<file path="src/rtl/pwl_act_pipe.sv">
// Pipelined piecewise-linear activation: rescales a wide signed word with round-half-up, then
// applies a per-sample activation (saturate, ReLU, symmetric clamp, bounded ReLU).
module pwl_act_pipe #(
    parameter int unsigned WIDTH    = 16,
    parameter int unsigned IN_WIDTH = 2 * WIDTH,
    parameter int unsigned SHIFT    = WIDTH - 1,
    parameter int unsigned CNT_W    = 16
) (
    input  logic                clk,
    input  logic                rst,
    input  logic                in_valid,
    output logic                in_ready,
    input  logic [IN_WIDTH-1:0] in_data,
    input  logic [1:0]          in_mode,
    input  logic [WIDTH-1:0]    in_thr,
    output logic                out_valid,
    input  logic                out_ready,
    output logic [WIDTH-1:0]    out_data,
    output logic                out_sat,
    input  logic                sat_clr,
    output logic [CNT_W-1:0]    sat_count
);

    // One guard bit so the rounding add of the most positive input cannot overflow.
    localparam int unsigned RW = IN_WIDTH + 1;
    localparam logic [RW-1:0] RND = ({{(RW - 1){1'b0}}, 1'b1} << SHIFT) >> 1;
    localparam logic signed [RW-1:0] MAX_V = RW'({1'b0, {(WIDTH - 1){1'b1}}});
    localparam logic signed [RW-1:0] MIN_V = ~MAX_V;

    logic en;

    logic                s1_valid;
    logic [IN_WIDTH-1:0] s1_data;
    logic [1:0]          s1_mode;
    logic [WIDTH-1:0]    s1_thr;

    logic                 s2_valid;
    logic signed [RW-1:0] s2_r;
    logic [1:0]           s2_mode;
    logic [WIDTH-1:0]     s2_thr;

    logic signed [RW-1:0] x_ext;
    logic signed [RW-1:0] r_sum;
    logic signed [RW-1:0] r_next;

    logic signed [RW-1:0] thr_ext;
    logic signed [RW-1:0] hi;
    logic signed [RW-1:0] lo;
    logic                 zero_neg;
    logic [WIDTH-1:0]     act_res;
    logic                 act_sat;

    assign en       = !out_valid || out_ready;
    assign in_ready = en;

    always_comb begin
        x_ext  = {s1_data[IN_WIDTH-1], s1_data};
        r_sum  = x_ext + $signed(RND);
        r_next = r_sum >>> SHIFT;
    end

    always_comb begin
        thr_ext = '0;
        if (!s2_thr[WIDTH-1]) begin
            thr_ext = {{(RW - WIDTH){1'b0}}, s2_thr};
        end
        hi       = MAX_V;
        lo       = MIN_V;
        zero_neg = 1'b0;
        unique case (s2_mode)
            2'd0: ;
            2'd1: zero_neg = 1'b1;
            2'd2: begin
                hi = thr_ext;
                lo = -thr_ext;
            end
            2'd3: begin
                hi       = thr_ext;
                zero_neg = 1'b1;
            end
        endcase

        // Zeroing negatives in the ReLU modes is a transfer-function choice, not saturation.
        act_res = s2_r[WIDTH-1:0];
        act_sat = 1'b0;
        if (zero_neg && s2_r[RW-1]) begin
            act_res = '0;
        end else if (s2_r > hi) begin
            act_res = hi[WIDTH-1:0];
            act_sat = 1'b1;
        end else if (s2_r < lo) begin
            act_res = lo[WIDTH-1:0];
            act_sat = 1'b1;
        end
    end

    always_ff @(posedge clk) begin
        if (rst) begin
            s1_valid  <= 1'b0;
            s1_data   <= '0;
            s1_mode   <= '0;
            s1_thr    <= '0;
            s2_valid  <= 1'b0;
            s2_r      <= '0;
            s2_mode   <= '0;
            s2_thr    <= '0;
            out_valid <= 1'b0;
            out_data  <= '0;
            out_sat   <= 1'b0;
        end else if (en) begin
            s1_valid  <= in_valid;
            s1_data   <= in_data;
            s1_mode   <= in_mode;
            s1_thr    <= in_thr;
            s2_valid  <= s1_valid;
            s2_r      <= r_next;
            s2_mode   <= s1_mode;
            s2_thr    <= s1_thr;
            out_valid <= s2_valid;
            out_data  <= act_res;
            out_sat   <= act_sat;
        end
    end

    always_ff @(posedge clk) begin
        if (rst) begin
            sat_count <= '0;
        end else if (sat_clr) begin
            sat_count <= '0;
        end else if (out_valid && out_ready && out_sat && (sat_count != {CNT_W{1'b1}})) begin
            sat_count <= sat_count + 1'b1;
        end
    end

endmodule

</file>
<file path="config.mk">
export PLATFORM = sky130hd
export DESIGN_NAME = pwl_act_pipe
export DESIGN_NICKNAME = d
export VERILOG_FILES = /design/src/rtl/pwl_act_pipe.sv
export SDC_FILE = /design/constraint.sdc
export NUM_CORES = 1
export LEC_CHECK = 0
export ABC_AREA = 1
export BUFFER_PORTS_ARGS = -buffer_cell sky130_fd_sc_hd__buf_2
export CAP_MARGIN = 15
export CORE_AREA = 2 2 138 140
export CTS_BUF_LIST = sky130_fd_sc_hd__clkbuf_4 sky130_fd_sc_hd__clkbuf_8 sky130_fd_sc_hd__clkbuf_16
export DETAILED_ROUTE_END_ITERATION = 12
export DIE_AREA = 0 0 140 142
export PLACE_DENSITY = 0.58
export SETUP_SLACK_MARGIN = 0.4
export SYNTH_ARGS = -nofsm -noshare
export SYNTH_HDL_FRONTEND = slang
export SYNTH_SLANG_ARGS = --single-unit
</file>
<file path="constraint.sdc">
create_clock -name clk -period 5.6 [get_ports clk]
set_input_delay 1.68 -clock clk [delete_from_list [all_inputs] [get_ports clk]]
set_output_delay 1.68 -clock clk [all_outputs]
set_load 0.02 [all_outputs]
</file>
==> impl_metrics.ini <==
[timing]
relSlewSlack = 0.266
slew_viol_final = 0
tightest_slew_ns = 1.09
rsz0062_at_grt = false
final.setup.worst_slack_ns = 1.71
fin_crit_sh = 0.695
period_needed_ns = 3.89
tns_ns = 0
timing.fmax_mhz = 257
skew_ns = 0.00639
finalHoldViolCount = 0
setup-violations-final = 0

[grt]
grt_pass1_wl_microns = 27100
antenna_found_initial = 0
grt_pass1_vias = 5486
grt_use_met1 = 0.238
grt_max_degree = 114
grt.total_usage = 0.167
use_met2 = 0.265
top_usage_layer = met2
grt_overflow = 0
met3_usage = 0.0276

[clock_tree]
clk_path_buf_depth = 2
htree_num_levels = 3
insertion_delay_ns = 0.35
cts.repair.resized = 0
clkTransAtPathRegs_ns = 0.07
cts_setup_buffers = 0
cts_tree = yes
ctsHoldBuffers = 0
cts_root_buf = clkbuf_16
numCtsBuffers = 9
numClockSinks = 108

[logic_synthesis]
yosys_warnings = 0
synth_area_leaders = dfxtp_1, nand2_1, ha_1
ys_seq_area_frac = 0.331
yosys_most_used_dff = dfxtp_1
synthesis.nets = 1087
synth_most_common_cell = nand2_1
syn_inst = 983
synth_area_leader_cell = dfxtp_1
synth.top_cells.by_count = nand2_1, nor2_1, inv_1, dfxtp_1, o21ai_0
synth_seq_cells = 108
yosysTopAreaCellShare = 0.331
syn_area_sq_mm = 0.00653
async_reset_ff_frac = 0
synth_edf_count = 0
synth_cell_types = 38
syn_area_per_cell_sq_um = 6.64

[setup_path]
crit_path_start = s2_thr[15]
critical_path_depth = 23
endpoint = out_data[5]
rrSetupSlack_ns = 1.71
max_stage_delay_ns = 0.39
cpLargestDelayFamily = simple AND/OR/NAND/NOR gates
worstPathMaxFanout = 16
r2r_start = s2_thr[15]
arrival_ns = 4.11
critPathKind = reg2reg
endpoint_kind = flip-flop
r2r-end = out_data[5]
path_common_cell = nand2_1
path_cells = inv_2 -> nand2_1 -> inv_1 -> nor2_4 -> nand2_1 -> nor2_2 -> nand3b_2 -> nor3_1 -> ha_1 -> nand2_1 -> nor2_1 -> nand2_1 -> clkinv_1 -> nand3_1 -> nor2_1 -> nor2_1 -> nand2_1 -> nand2_1 -> nand2_2 -> nand2_1 -> nand3_1 -> nand2_1 -> a21oi_1
path_buf_inv = 3
r2r.worst_path.cells = 23
worstPathRequired_ns = 5.82
crit_slowest_cell = dfxtp_1
crit_path_start_kind = flip-flop

[placed_design]
gp_congestion = 0.910
io_buffer_count = 75
place_ws_ns = 1.67
dpl.hpwl_microns = 12300

[layout]
seq_area_sq_mm = 0.00216
layout-area-overhead-vs-synth_pct = 12.7
antenna_cells = 0
finalNetCount = 1140
multi_input_area_sq_mm = 0.00376
final_util = 0.398
fillers = 2003
layout-drive-gt1-share = 0.116

[floorplan]
die_area_sq_mm = 0.0199
die_h_microns = 142
core.rowCount = 50
start_util = 0.354
ios = 90
die_w_microns = 140
core_area_sq_mm = 0.0185

[routing]
first_pass_iters = 9
wl_per_cell_microns = 12.9
drc = 8
via_per_inst = 4.89
finalWirelength_microns = 16500
num_vias = 6237
drtAntennaViolNets = 0
drtIter0Drc = 395

[power_and_ir_drop]
p_leak_nw = 3.62
power_density_mw_per_mm2 = 243
finalPower_mw = 1.79
peakVddDrop_mv = 0.147

[worst_hold_path]
hold_path_class = reg2reg

[outcome]
status = finished, violations left
violations = design-rule violations

[job]
cap_violations = 0
## where the power goes
part / switching (mW) / internal, mW / total [mW]
clock network: 0.274 / 0.322 / 0.596
logic: 0.221 / 0.115 / 0.336
registers: 0.0378 / 0.816 / 0.854
total: 0.533 / 1.25 / 1.79
## cell type report
type	count	area share
clock buffer	12	0.0346
clock inverter	4	0.00340
inverter	121	0.0618
multi-input combinational	717	0.511
sequential	108	0.294
tap	234	0.0398
timing repair buffer	79	0.0551
## sequential cells by signal (all words and copies together), names as in the netlist
name and count:
s1_data 18, s2_r 18, out_data 16, s1_thr 16
s2_thr 16, sat_count 16, s1_mode 2, s2_mode 2
out_sat 1, out_valid 1, s1_valid 1, s2_valid 1
## cells by family after synthesis
| family | synth area share |
|---|---|
| adders and majority gates | 0.0940 |
| DFF | 0.331 |
| buffers and inverters | 0.0940 |
| and+or+nand+nor | 0.316 |
| AOI/OAI and AO/OA | 0.144 |
| xor gates and xnor gates | 0.0201 |
## worst min-delay path, cell delays in order (launching register included)
cell	delay (ns)
dfxtp_1	0.31
nand2_1	0.06
a21oi_1	0.05
## through the flow
| stage | hold WS [ns] | area [sq um] | std cells |
|---|---|---|---|
| final | 0.459 | 7350 | 1275 |
| after global routing | 0.481 | 7350 | 1275 |
| after CTS | 0.463 | 7350 | 1275 |
| after detailed placement | 0.452 | 7070 | 1259 |
| after global placement | 0.450 | 7070 | 1259 |
| after floorplan | 0.430 | 6530 | 983 |
## worst min-delay path by stage
stage                        end  depth (start not counted)  slack (ns)          from
global placement    out_data[15]                          2        0.45  out_data[15]
global route        out_data[12]                          2        0.48  out_data[12]
floorplan             s2_thr[12]                          2        0.43    s2_thr[12]
finish               out_data[4]                          2        0.46   out_data[4]
CTS                  out_data[4]                          2        0.46   out_data[4]
detailed placement   out_data[4]                          2        0.45   out_data[4]
## metal layers
metal	vias to the layer above	part of all wire
met5	-	0
met4	0	0.013
met3	17	0.050
met2	145	0.44
met1	2779	0.50
li1	3296	-
## layout by cell type, fill, tap and decap left out, types with 3 or more instances in the layout
cell type  count
nand3_2        4
nand4_1       27
a31oi_1        3
o21bai_1       8
a21oi_1       72
o21ai_0       82
buf_4          4
clkinv_1       4
nor4_1         3
dfxtp_1      108
nand2_4        3
clkbuf_16      9
o211ai_1       6
buf_2         75
nor2_1       156
nand2_2        6
xor2_1        13
inv_2          3
nor3_1        23
nand2_1      201
inv_1        114
nand3_1       39
nor2_4         4
ha_1          49
Note: power is estimated with default switching activity, not from simulation.
